[config.mk]
export PLATFORM = sky130hd
export DESIGN_NAME = mpu6050_reader_flat
export DESIGN_NICKNAME = d
export VERILOG_FILES = /design/src/rtl/mpu6050_pkg.sv /design/src/rtl/mpu6050_reader_if.sv /design/src/rtl/sync_edge_detect.sv /design/src/rtl/mpu6050_reader.sv /design/src/flat_wrapper.sv
export SDC_FILE = /design/constraint.sdc
export NUM_CORES = 1
export LEC_CHECK = 0
export BUFFER_PORTS_ARGS = -buffer_cell sky130_fd_sc_hd__buf_2
export CORE_ASPECT_RATIO = 1.25
export CORE_UTILIZATION = 52
export CTS_CLUSTER_SIZE = 10
export DETAILED_ROUTE_END_ITERATION = 10
export GPL_ROUTABILITY_DRIVEN = 0
export HOLD_SLACK_MARGIN = 0.1
export PLACE_DENSITY = 0.85
export SLEW_MARGIN = 10
export SYNTH_ARGS = -nofsm -noshare
export SYNTH_HDL_FRONTEND = slang
export SYNTH_SLANG_ARGS = --single-unit
[constraint.sdc]
create_clock -name clk -period 2.01 [get_ports clk]
set_clock_uncertainty 0.15 [all_clocks]
set_input_delay 0.1005 -clock clk [delete_from_list [all_inputs] [get_ports clk]]
set_output_delay 0.1005 -clock clk [all_outputs]
set_load 0.1 [all_outputs]
[src/rtl/mpu6050_pkg.sv]
// Shared MPU6050 constants, reader FSM encoding and sample container type.
package mpu6050_pkg;

  localparam logic [7:0] ACCEL_XOUT_H = 8'h3B;
  localparam logic [7:0] GYRO_XOUT_H  = 8'h43;
  localparam logic [7:0] PWR_MGMT_1   = 8'h6B;
  localparam logic [6:0] MPU6050_ADDR = 7'h68;

  localparam int NUM_BYTES = 6;

  typedef logic [2:0] state_t;

  localparam state_t StIdle       = 3'd0;
  localparam state_t StWaitPeriod = 3'd1;
  localparam state_t StReq        = 3'd2;
  localparam state_t StCollect    = 3'd3;
  localparam state_t StStopReq    = 3'd4;
  localparam state_t StPublish    = 3'd5;

  typedef struct packed {
    logic [15:0] x;
    logic [15:0] y;
    logic [15:0] z;
  } accel_t;

  // The sensor supplies each axis high byte first.
  function automatic logic [15:0] be16(input logic [7:0] hi, input logic [7:0] lo);
    return {hi, lo};
  endfunction

endpackage

[src/rtl/mpu6050_reader_if.sv]
// Command/byte-stream link between the MPU6050 reader and i2c_master.
interface mpu6050_reader_if;

  logic       i2c_avail;
  logic [7:0] i2c_data;
  logic       i2c_data_valid;
  logic       i2c_start;
  logic       i2c_stop;
  logic [6:0] i2c_slave_address;
  logic [7:0] i2c_reg_addr;

  modport master (
    input  i2c_avail,
    input  i2c_data,
    input  i2c_data_valid,
    output i2c_start,
    output i2c_stop,
    output i2c_slave_address,
    output i2c_reg_addr
  );

  modport slave (
    output i2c_avail,
    output i2c_data,
    output i2c_data_valid,
    input  i2c_start,
    input  i2c_stop,
    input  i2c_slave_address,
    input  i2c_reg_addr
  );

endinterface

[src/rtl/sync_edge_detect.sv]
// Two-flop synchronizer for a slow-domain level, with a one-cycle rising-edge pulse.
module sync_edge_detect (
  input  logic clk,
  input  logic reset,
  input  logic i_async,
  output logic o_rise
);

  logic r_meta;
  logic r_sync;
  logic r_prev;

  always_ff @(posedge clk or negedge reset) begin
    if (!reset) begin
      r_meta <= 1'b0;
      r_sync <= 1'b0;
      r_prev <= 1'b0;
    end else begin
      r_meta <= i_async;
      r_sync <= r_meta;
      r_prev <= r_sync;
    end
  end

  assign o_rise = r_sync & ~r_prev;

endmodule

[src/rtl/mpu6050_reader.sv]
// Periodic burst reader of the MPU6050 accelerometer registers via i2c_master;
// publishes three big-endian signed axis values with a one-cycle strobe.
module mpu6050_reader
  import mpu6050_pkg::*;
#(
  parameter logic [6:0]  SLAVE_ADDR    = MPU6050_ADDR,
  parameter logic [7:0]  START_REG     = ACCEL_XOUT_H,
  parameter int unsigned SAMPLE_PERIOD = 500000,
  parameter int unsigned TIMEOUT       = 2000000
) (
  input  logic                    clk,
  input  logic                    reset,
  input  logic                    enable,
  mpu6050_reader_if.master        i2c_bus,
  output logic [15:0]             accel_x,
  output logic [15:0]             accel_y,
  output logic [15:0]             accel_z,
  output logic                    sample_valid,
  output logic                    busy,
  output logic                    timeout_err
);

  localparam int unsigned PW = (SAMPLE_PERIOD > 1) ? $clog2(SAMPLE_PERIOD) : 1;
  localparam int unsigned TW = (TIMEOUT > 1) ? $clog2(TIMEOUT) : 1;
  localparam logic [PW-1:0] PERIOD_LAST  = PW'(SAMPLE_PERIOD - 1);
  localparam logic [TW-1:0] TIMEOUT_LAST = TW'(TIMEOUT - 1);

  state_t        r_state;
  state_t        w_state_next;
  logic [PW-1:0] r_period;
  logic [TW-1:0] r_tmo;
  logic [2:0]    r_idx;
  logic [7:0]    r_shadow [NUM_BYTES];
  logic          r_success;
  accel_t        r_accel;
  logic          r_sample_valid;
  logic          r_timeout_err;
  logic          r_avail_meta;
  logic          r_avail_sync;
  logic          w_byte_evt;
  logic          w_timeout;
  logic          w_enter_req;
  logic          w_store;

  sync_edge_detect u_valid_sync (
    .clk     (clk),
    .reset   (reset),
    .i_async (i2c_bus.i2c_data_valid),
    .o_rise  (w_byte_evt)
  );

  // avail only needs its level, so it gets a plain two-flop synchronizer.
  always_ff @(posedge clk or negedge reset) begin
    if (!reset) begin
      r_avail_meta <= 1'b0;
      r_avail_sync <= 1'b0;
    end else begin
      r_avail_meta <= i2c_bus.i2c_avail;
      r_avail_sync <= r_avail_meta;
    end
  end

  assign w_timeout = ((r_state == StReq) || (r_state == StCollect)) && (r_tmo == TIMEOUT_LAST);
  assign w_store   = (r_state == StCollect) && w_byte_evt && !w_timeout;

  always_comb begin
    w_state_next = r_state;
    case (r_state)
      StIdle: begin
        if (enable && r_avail_sync) w_state_next = StReq;
      end
      StWaitPeriod: begin
        if (!enable) w_state_next = StIdle;
        else if ((r_period == PERIOD_LAST) && r_avail_sync) w_state_next = StReq;
      end
      StReq: begin
        if (w_timeout) w_state_next = StStopReq;
        else if (!r_avail_sync) w_state_next = StCollect;
      end
      StCollect: begin
        if (w_timeout) w_state_next = StStopReq;
        else if (w_byte_evt && (r_idx == 3'd5)) w_state_next = StStopReq;
      end
      StStopReq: begin
        if (r_avail_sync) w_state_next = r_success ? StPublish : StWaitPeriod;
      end
      StPublish: begin
        w_state_next = enable ? StWaitPeriod : StIdle;
      end
      default: w_state_next = StIdle;
    endcase
  end

  assign w_enter_req = (w_state_next == StReq) && (r_state != StReq);

  always_ff @(posedge clk or negedge reset) begin
    if (!reset) begin
      r_state <= StIdle;
    end else begin
      r_state <= w_state_next;
    end
  end

  // Free-running period counter phased to REQ entry; overrunning periods are skipped.
  always_ff @(posedge clk or negedge reset) begin
    if (!reset) begin
      r_period <= '0;
    end else if (w_enter_req || (r_period == PERIOD_LAST)) begin
      r_period <= '0;
    end else begin
      r_period <= r_period + 1'b1;
    end
  end

  always_ff @(posedge clk or negedge reset) begin
    if (!reset) begin
      r_tmo <= '0;
    end else if (w_enter_req) begin
      r_tmo <= '0;
    end else if ((r_state == StReq) || (r_state == StCollect)) begin
      r_tmo <= r_tmo + 1'b1;
    end
  end

  always_ff @(posedge clk or negedge reset) begin
    if (!reset) begin
      r_idx     <= 3'd0;
      r_success <= 1'b0;
    end else if (w_enter_req) begin
      r_idx     <= 3'd0;
      r_success <= 1'b0;
    end else if (w_timeout) begin
      r_success <= 1'b0;
    end else if (w_store) begin
      if (r_idx == 3'd5) r_success <= 1'b1;
      else               r_idx     <= r_idx + 3'd1;
    end
  end

  always_ff @(posedge clk or negedge reset) begin
    if (!reset) begin
      for (int i = 0; i < NUM_BYTES; i++) r_shadow[i] <= 8'h00;
    end else if (w_store) begin
      r_shadow[r_idx] <= i2c_bus.i2c_data;
    end
  end

  // Axis values only ever change together, so consumers never see a torn sample.
  always_ff @(posedge clk or negedge reset) begin
    if (!reset) begin
      r_accel        <= '0;
      r_sample_valid <= 1'b0;
      r_timeout_err  <= 1'b0;
    end else begin
      r_sample_valid <= (r_state == StPublish);
      if (r_state == StPublish) begin
        r_accel.x     <= be16(r_shadow[0], r_shadow[1]);
        r_accel.y     <= be16(r_shadow[2], r_shadow[3]);
        r_accel.z     <= be16(r_shadow[4], r_shadow[5]);
        r_timeout_err <= 1'b0;
      end else if (w_timeout) begin
        r_timeout_err <= 1'b1;
      end
    end
  end

  assign i2c_bus.i2c_start         = (r_state == StReq);
  assign i2c_bus.i2c_stop          = (r_state == StStopReq);
  assign i2c_bus.i2c_slave_address = SLAVE_ADDR;
  assign i2c_bus.i2c_reg_addr      = START_REG;

  assign accel_x      = r_accel.x;
  assign accel_y      = r_accel.y;
  assign accel_z      = r_accel.z;
  assign sample_valid = r_sample_valid;
  assign timeout_err  = r_timeout_err;
  assign busy         = (r_state != StIdle) && (r_state != StWaitPeriod);

endmodule

[src/flat_wrapper.sv]
// flat-port wrapper written by rule: the top's interface ports become plain ports
module mpu6050_reader_flat import mpu6050_pkg::*;
#(
  parameter logic [6:0]  SLAVE_ADDR    = MPU6050_ADDR,
  parameter logic [7:0]  START_REG     = ACCEL_XOUT_H,
  parameter int unsigned SAMPLE_PERIOD = 500000,
  parameter int unsigned TIMEOUT       = 2000000
)
  (clk, reset, enable, accel_x, accel_y, accel_z, sample_valid, busy, timeout_err, i2c_bus_i2c_avail, i2c_bus_i2c_data, i2c_bus_i2c_data_valid, i2c_bus_i2c_start, i2c_bus_i2c_stop, i2c_bus_i2c_slave_address, i2c_bus_i2c_reg_addr);
  mpu6050_reader_if i2c_bus_i ();
  input  logic clk;
  input  logic reset;
  input  logic enable;
  output logic [15:0] accel_x;
  output logic [15:0] accel_y;
  output logic [15:0] accel_z;
  output logic sample_valid;
  output logic busy;
  output logic timeout_err;
  input wire logic [$bits(i2c_bus_i.i2c_avail)-1:0] i2c_bus_i2c_avail;
  input wire logic [$bits(i2c_bus_i.i2c_data)-1:0] i2c_bus_i2c_data;
  input wire logic [$bits(i2c_bus_i.i2c_data_valid)-1:0] i2c_bus_i2c_data_valid;
  output wire logic [$bits(i2c_bus_i.i2c_start)-1:0] i2c_bus_i2c_start;
  output wire logic [$bits(i2c_bus_i.i2c_stop)-1:0] i2c_bus_i2c_stop;
  output wire logic [$bits(i2c_bus_i.i2c_slave_address)-1:0] i2c_bus_i2c_slave_address;
  output wire logic [$bits(i2c_bus_i.i2c_reg_addr)-1:0] i2c_bus_i2c_reg_addr;
  assign i2c_bus_i.i2c_avail = i2c_bus_i2c_avail;
  assign i2c_bus_i.i2c_data = i2c_bus_i2c_data;
  assign i2c_bus_i.i2c_data_valid = i2c_bus_i2c_data_valid;
  assign i2c_bus_i2c_start = i2c_bus_i.i2c_start;
  assign i2c_bus_i2c_stop = i2c_bus_i.i2c_stop;
  assign i2c_bus_i2c_slave_address = i2c_bus_i.i2c_slave_address;
  assign i2c_bus_i2c_reg_addr = i2c_bus_i.i2c_reg_addr;
  mpu6050_reader #(.SLAVE_ADDR(SLAVE_ADDR), .START_REG(START_REG), .SAMPLE_PERIOD(SAMPLE_PERIOD), .TIMEOUT(TIMEOUT)) u_core (.clk(clk), .reset(reset), .enable(enable), .i2c_bus(i2c_bus_i), .accel_x(accel_x), .accel_y(accel_y), .accel_z(accel_z), .sample_valid(sample_valid), .busy(busy), .timeout_err(timeout_err));
endmodule
After elaboration in Yosys (flattened, before gate mapping)
Cells that the tools add are included.

word-level totals
  register bits after elaboration = 150
  bits of input ports = 13

operators by class
  $add $sub $neg = 3
  magnitude comparators = 2
  eq/ne operators = 13
  mux-type cells = 27
  bitwise gates (word level) = 3
  reductions and logical operators = 21

operators with widths
  operator                                               number
  bitwise mux 48 bit                                     1
  2-to-1 mux 21 bit                                      2
  2-to-1 mux 3 bit                                       13
  demux 8 bit (select 3 bit)                             1
  adder 21 x 1 -> 21 bit, second input constant          1
  equality test 21 bit, second input constant            1
  adder 19 x 1 -> 19 bit, second input constant          1
  equality test 19 bit, second input constant            1
  2-to-1 mux 19 bit                                      1
  one-hot mux 3 bit (6 select lines)                     1
  equality test 3 x 2 -> 1 bit, second input constant    3
  equality test 3 bit, second input constant             3
  logical AND 1 bit                                      9
  nonzero test 3 bit                                     3
  2-to-1 mux 8 bit                                       1
  2-to-1 mux 1 bit                                       7
  nonzero test 2 bit                                     3
  >= comparator 4 bit, second input constant             1
  < comparator 4 x 1 -> 1 bit, second input constant     1
  inverter 3 -> 4 bit                                    1
  adder 3 x 1 -> 3 bit, second input constant            1
  equality test 3 x 1 -> 1 bit, second input constant    1
  logical NOT 3 bit                                      1
  inequality test 3 x 1 -> 1 bit, second input constant  1
  9 further kinds                                        10

Longest topological paths before layout
Gate-level depths: netlist of run 1.

  depth after elaboration = 10
  depth in mapped cells = 7
  gate-level depth less buffers = 6

By module
From an unflattened synthesis of run 1, not the netlist that was laid out.

second synthesis, totals
  cell total of the unflattened synthesis = 492
  area total of the unflattened synthesis = 6394.9 um^2

modules (own cells, without submodules)
  module            instances  cells an instance  area an instance (um^2)
  mpu6050_reader    1          488                6306.0
  sync_edge_detect  1          4                  88.8

Worst setup path after synthesis of run 1
No wires, ideal clock.

  path type = register to register
  start = reg u_core.r_state[0]
  end = reg u_core.r_state[2]
  setup time = 0.064 ns
  arrival time = 3.342 ns
  required time = 1.796 ns
  slack = -1.546 ns
  stages on the path, launching flop included = 5
  path buffers = 1
  period minus slack after synthesis = 3.556 ns
  path through = dfrtp_1 > clkbuf_1 > nor3b_1 > o21ai_0 > a21bo_2

on the way
  elaborated cells on any way between the ends = 11
  those cells by class = 5 x eq/ne; 3 x mux; 3 x reduce/logical

RTL lines
  element                             line                   source
  start: declaration                  mpu6050_reader.sv:28   state_t r_state;
  start signal: assignment            mpu6050_reader.sv:98   r_state <= StIdle;
  start signal: assignment            mpu6050_reader.sv:100  r_state <= w_state_next;
  equality test 3 bit                 --
  net i2c_bus_i2c_stop                flat_wrapper.sv:24     output wire logic [$bits(i2c_bus_i.i2c_stop)-1:0] i2c_bus_i2c_stop;
  one-hot mux 3 bit (6 select lines)  mpu6050_reader.sv:68   case (r_state)
  net u_core.w_state_next[2]          mpu6050_reader.sv:29   state_t w_state_next;

The timed path passes the listed nets, and every way through them passes these cells.
A chain may end at the register's enable or synchronous reset.

Worst setup path in the final report of run 1
  start = reg u_core.r_tmo[8]
  end = reg u_core.r_shadow[9] in the netlist's numbering

on the way
  longest elaborated chain between the ends = 4

ends and longest elaborated chain
  element                         line                   source
  start: declaration              mpu6050_reader.sv:31   logic [TW-1:0] r_tmo;
  start signal: assignment        mpu6050_reader.sv:121  r_tmo <= r_tmo + 1'b1;
  equality test 21 bit            mpu6050_reader.sv:63   assign w_timeout = ((r_state == StReq) || (r_state == StCollect)) && (r_tmo == TIMEOUT_LAST);
  logical AND 1 bit               mpu6050_reader.sv:63
  logical NOT 1 bit               mpu6050_reader.sv:64   assign w_store = (r_state == StCollect) && w_byte_evt && !w_timeout;
  logical AND 1 bit               mpu6050_reader.sv:64
  end signal: indexed assignment  mpu6050_reader.sv:144  r_shadow[r_idx] <= i2c_bus.i2c_data;
  end: declaration                mpu6050_reader.sv:33   logic [7:0] r_shadow [NUM_BYTES];

No other way between the ends.

==> out/metrics.cfg, run 1 <==
[place]
io_buffers=65
dpl-instance-area_mm2=0.007366
hpwl_um=10010
dp_slack_ns=-0.1395
post-place-cells=866

[timing]
period_share=1.038
slew_headroom=0.6630
rsz0062_at_grt=true
layout_setup_ws_ns=-0.07595
fin_tns_setup_ns=-1.163
holdWs_ns=0.1846
fin_crit_ns=2.086
finalHoldViolCount=0
worstMarginPinSlew_ns=0.5055
finalMaxSlewViolations=0
max_freq_mhz=479.4
setup_viol=32

[global_route]
grt_usage=0.2721
grt_pass1_wl_um=26760
grt_start_max_net_pins=56
antenna_found_initial=0
overflow=0
grt_pass1_vias=5332

[synthesis]
synth_cell_types=56
synth-edff-count=0
syn_area_per_cell_um2=10.59
ys_ff_latch=150
synthFlopType=dfrtp_1
netlist_instances=617
synth_area_mm2=0.006535
yosysSeqAreaShare=0.5744
async_reset_ff_frac=1.000
yosysWarnings=0

[detailed_routing]
dr.pass1.iters=5
vias=5365
viasPerCell=5.819
ant_nets=0
first_iter_violations=449
wl_um=17830
drc=0
routedWlPerCell_um=19.34

[setup_path]
cp_top_family=buffers and inverters
crit_path_start=u_core.r_tmo[8]
worstPathMaxFanout=8
setup.worst_path.class=reg -> reg
crit_top_cell=buf_6
path_depth=7
required_ns=2.16
slowest_stage=dfrtp_1
r2r-start=u_core.r_tmo[8]
cp_num_buf_inv=3
start_kind=register
worstSetupEndpoint=u_core.r_shadow[9]
r2r_setup_slack_ns=-0.08
slowest_delay_ns=0.42
cp_cell_sequence=buf_6, nor4b_4, nand4_1, buf_6, o211ai_4, buf_12, mux2_2
critPathArrivalTime_ns=2.24
end_kind=register
rr_worst_depth=7
rr_endpoint=u_core.r_shadow[9]

[clock_tree]
cts_tree=done
cts_made_buffers=17
clk_latency_ns=0.42
clk_pin_slew_worst_paths_ns=0.06
clkSinkCount=150
cts_root_buffer=clkbuf_16
h-tree-depth=4
clock_path_buffers=2

[final_layout]
final_core_util=0.6921
final_cell_mix=161 x nand2_1, 149 x dfrtp_1, 62 x buf_2
final_common_cell=nand2_1
final_cells=922
area.growth.synth_to_final_pct=29.39
drive_gt1_frac=0.3285
antennaDiodeCount=0
nets=762
fin_area_mm2=0.008456

[die]
die-area_mm2=0.01302
start_util=0.5349
die_w_um=102.3
num_rows=45
die_h_um=127.3
ios=81
core_mm2=0.01222

[min_path]
min-delay-path-class=in -> reg
min_path_cells=2

[power_and_ir_drop]
total_power_mw=11.70
max-vdd-ir-drop_v=0.001293
p_leak_nw=4.246
power_density_mw_per_mm2=1384

[run_status]
status=finished with violations
violations=negative setup slack

[run]
maxCapViolCount=0

==> cells by family (layout without fill, tap and decap cells) <==
group           Yosys count  count (layout)  share of synthesized area
compound gates           52              52                    0.05629
xor+xnor                 24              24                    0.03217
fa+ha+maj                 4               4                   0.007659
buf+inv                  53             180                    0.04136
flops                   150             150                     0.5744
mux                      48              48                    0.08271
other cells               2              15                   0.001149
simple gates            284             285                     0.2043
==> report_power, final <==
| part | switching, mW | internal (mW) |
|---|---|---|
| Sequential | 0.666 | 3.84 |
| Clock | 1.34 | 1.98 |
| Combinational | 2.67 | 1.20 |
| Total | 4.68 | 7.02 |
==> worst min path at each step <==
| stage | start | to | slack (ns) |
|---|---|---|---|
| 4_1_cts | i2c_bus_i2c_data_valid | u_core.u_valid_sync.r_meta | 0.17 |
| 2_1_floorplan | reset | u_core.accel_x[0] | -0.35 |
| 5_1_grt | i2c_bus_i2c_data_valid | u_core.u_valid_sync.r_meta | 0.18 |
| 3_5_place_dp | reset | u_core.accel_z[6] | -0.07 |
| 6_report | i2c_bus_i2c_data_valid | u_core.u_valid_sync.r_meta | 0.18 |
| 3_3_place_gp | reset | u_core.accel_z[6] | -0.08 |
==> cell usage after synthesis, drive strengths merged (12+ instances only) <==
cell type | instances | area (um2)
a21oi | 15 | 75.07
buf | 21 | 150.1
clkbuf | 22 | 82.58
dfrtp | 150 | 3754
mux2 | 48 | 540.5
nand2 | 161 | 604.3
nand3 | 13 | 65.06
nand4 | 16 | 106.4
nor2 | 30 | 112.6
o21ai | 12 | 60.05
xnor2 | 12 | 105.1
xor2 | 12 | 105.1
==> registers in the layout (all words and copies together), names as in the netlist <==
register and cells:
u_core.r_shadow 48, u_core.r_tmo 21, u_core.r_period 19, u_core.accel_x 16
u_core.accel_y 16, u_core.accel_z 16, u_core.r_idx 3, u_core.r_state 3
u_core.r_avail_meta 1, u_core.r_avail_sync 1, u_core.r_success 1, u_core.sample_valid 1
u_core.timeout_err 1, u_core.u_valid_sync.r_meta 1, u_core.u_valid_sync.r_prev 1, u_core.u_valid_sync.r_sync 1
==> cell type report <==
class	instances	area (um2)
fill	781	3762
sequential	150	3755
multi-input combinational	428	2825
timing repair buffer	138	1018
clock buffer	17	425.4
tap	164	205.2
clock inverter	15	188.9
inverter	10	37.54
==> per-layer routing <==
metal  vias up  track usage  part of all wire
met1      2729       0.3217              0.37
met3        48      0.04978             0.054
li1       2331            -                 -
met2       257       0.4789              0.55
met4         0       0.1185             0.030
met5         -            0                 0
==> repair_timing <==
item                                    4_1_cts  5_1_grt
hold buffers                                 13        0
endpoints found under the setup margin       54       96
gates resized for setup                      20       47
hold endpoints to repair                    201        0
setup buffers                                 1        9
cloned                                        0        1
pin swaps                                     3       22
No activity file was read; power rests on OpenSTA's default activity.
==> run 2: changes to the inputs <==
--- a/config.mk
+++ b/config.mk
@@ -6,7 +6,6 @@
 export NUM_CORES = 1
 export LEC_CHECK = 0
 export BUFFER_PORTS_ARGS = -buffer_cell sky130_fd_sc_hd__buf_2
-export CORE_ASPECT_RATIO = 1.25
 export CORE_UTILIZATION = 52
 export CTS_CLUSTER_SIZE = 10
 export DETAILED_ROUTE_END_ITERATION = 10
==> run 2 against run 1 <==
Against the previous run: the flow still finishes with violations (negative setup slack); first-iteration DRC count rose by 10%; power is 3.0% lower; non-clock buffer count down 5; hold slack lost 0.0044 ns; global-route usage fell by 2.2 points; cell area decreased by 1.6%; final cell count is 0.22% lower; clock power decreased by 8.1%; count of clock-buffer cells in the layout increased by 3; critical path depth down 2; core utilization shrank 0.48 points; register-to-register slack worse by 0.04 ns.
==> out/metrics.cfg, run 2 (synthesized netlist as in run 1, its figures left out) <==
[timing]
finalMaxSlewViolations=0
fin_crit_ns=2.126
layout_setup_ws_ns=-0.1163
rsz0062_at_grt=true
holdWs_ns=0.1802
finalHoldViolCount=0
max_freq_mhz=470.3
setup_viol=33
period_share=1.058
worstMarginPinSlew_ns=0.5119
slew_headroom=0.6588

[final_layout]
largest_register_ffs=48
final_common_cell=nand2_1
final_core_util=0.6873
reg_top3=u_core.r_shadow x48, u_core.r_tmo x21, u_core.r_period x19
largest_register=u_core.r_shadow
n_fill_cell=828
drive_gt1_frac=0.3191
nets=757
seq_area_mm2=0.003755
multi_input_area_mm2=0.002774
final_cell_mix=161 x nand2_1, 149 x dfrtp_1, 62 x buf_2
fin_area_mm2=0.008324
antennaDiodeCount=0
area.growth.synth_to_final_pct=27.38

[setup_path]
setup.worst_path.class=reg -> reg
slowest_delay_ns=0.65
critPathArrivalTime_ns=2.31
required_ns=2.19
cp_cell_sequence=buf_6, nand4b_1, or4_4, or3_1, a21oi_1
end_kind=register
r2r_setup_slack_ns=-0.12
worstPathMaxFanout=5
start_kind=register
slowest_stage=or4_4

[power_and_ir_drop]
p_seq_frac=0.394
power_density_mw_per_mm2=1364
p_leak_nw=4.133
pwr-share-comb=0.337
clkPwrFrac=0.270
switchingPower_mw=4.509
max-vdd-ir-drop_v=0.001109
p_int_mw=6.844
swShare=0.3972

[run_status]
status=finished with violations
violations=negative setup slack

[detailed_routing]
dr.pass1.iters=5
ant_nets=0
routedWlPerCell_um=17.80
drc=0
viasPerCell=5.689
first_iter_violations=494
vias=5234
wl_um=16380

[run]
maxCapViolCount=0

[global_route]
overflow=0
grt_pass1_wl_um=25070
grt_pass1_vias=5171
grt_start_max_net_pins=52
grt_usage=0.2496
antenna_found_initial=0

[die]
die_h_um=114.1
die-area_mm2=0.01302
start_util=0.5396
num_rows=40
ios=81
die_w_um=114.1
core_mm2=0.01211

[clock_tree]
clkSinkCount=150
cts_made_buffers=17
cts_tree=done
clk_pin_slew_worst_paths_ns=0.06
h-tree-depth=4
clk_latency_ns=0.41
clock_path_buffers=2
cts_root_buffer=clkbuf_16

[place]
io_buffers=65
dpl-instance-area_mm2=0.007368
hpwl_um=9890

[min_path]
min-delay-path-class=in -> reg

run 2: final cells by class:
cell class              instances  area share
clock inverters                11     0.01548
repair buffers                133      0.1180
inverters                      10    0.004509
flip-flops and latches        150      0.4511
well taps                     168     0.02525
multi-input cells             428      0.3332
clock buffers                  20     0.05246
run 2: per-layer routing:
layer  global-route usage  vias up  wire [um]
li1                     -     2323          -
met1               0.3009     2642       6720
met2               0.4275      213       8313
met3              0.06617       56        802
met4              0.09957        0        540
met5                    0        -          0
run 2: path summary, 6_finish.rpt:
path,startpoint,to,cells past startpoint
min in group asynchronous,reset,u_core.r_period[8],3
max in group asynchronous,reset,u_core.r_shadow[47],4
setup / recovery,u_core.r_tmo[8],u_core.r_tmo[17],5
hold reg to reg,u_core.r_avail_meta,u_core.r_avail_sync,0
setup reg to reg,u_core.r_tmo[8],u_core.r_tmo[17],5
hold / removal,i2c_bus_i2c_data_valid,u_core.u_valid_sync.r_meta,2
run 2: what timing repair did:
action                                 4_1_cts  5_1_grt
gates resized for setup                     11       42
endpoints found under the hold margin      201        0
buffers inserted                             1        6
setup endpoints to repair                   53       73
pin swaps                                    5       15
hold buffers                                13        0
gates cloned                                 0        1
run 2: critical path, delay by kind of cell, from the launching register on:
family,cells,cell delay [ns]
flops,1,0.39
buf+inv,1,0.12
compound gates,1,0.17
simple gates,3,1.22
run 2: metrics by stage:
stage | cells | setup WS, ns | total power [mW] | setup TNS (ns)
6_report | 920 | -0.1163 | 11.35 | -1.205
5_1_grt | 920 | -0.1600 | 11.83 | -4.764
4_1_cts | 913 | -0.02884 | 11.21 | -0.05636
3_5_place_dp | 868 | -0.1016 | 8.074 | -2.138
3_3_place_gp | 868 | -0.02523 | 7.883 | -0.2830
2_1_floorplan | 630 | -0.07034 | 7.145 | -2.332
run 2: power groups by stage:
| stage | clock network (mW) | logic, mW | registers, mW |
|---|---|---|---|
| 6_report | 3.06 | 3.82 | 4.47 |
| 5_1_grt | 3.25 | 4.03 | 4.55 |
| 4_1_cts | 3.10 | 3.69 | 4.42 |
| 3_5_place_dp | 0 | 3.63 | 4.45 |
| 3_3_place_gp | 0 | 3.49 | 4.39 |
| 2_1_floorplan | 0 | 1.54 | 5.60 |
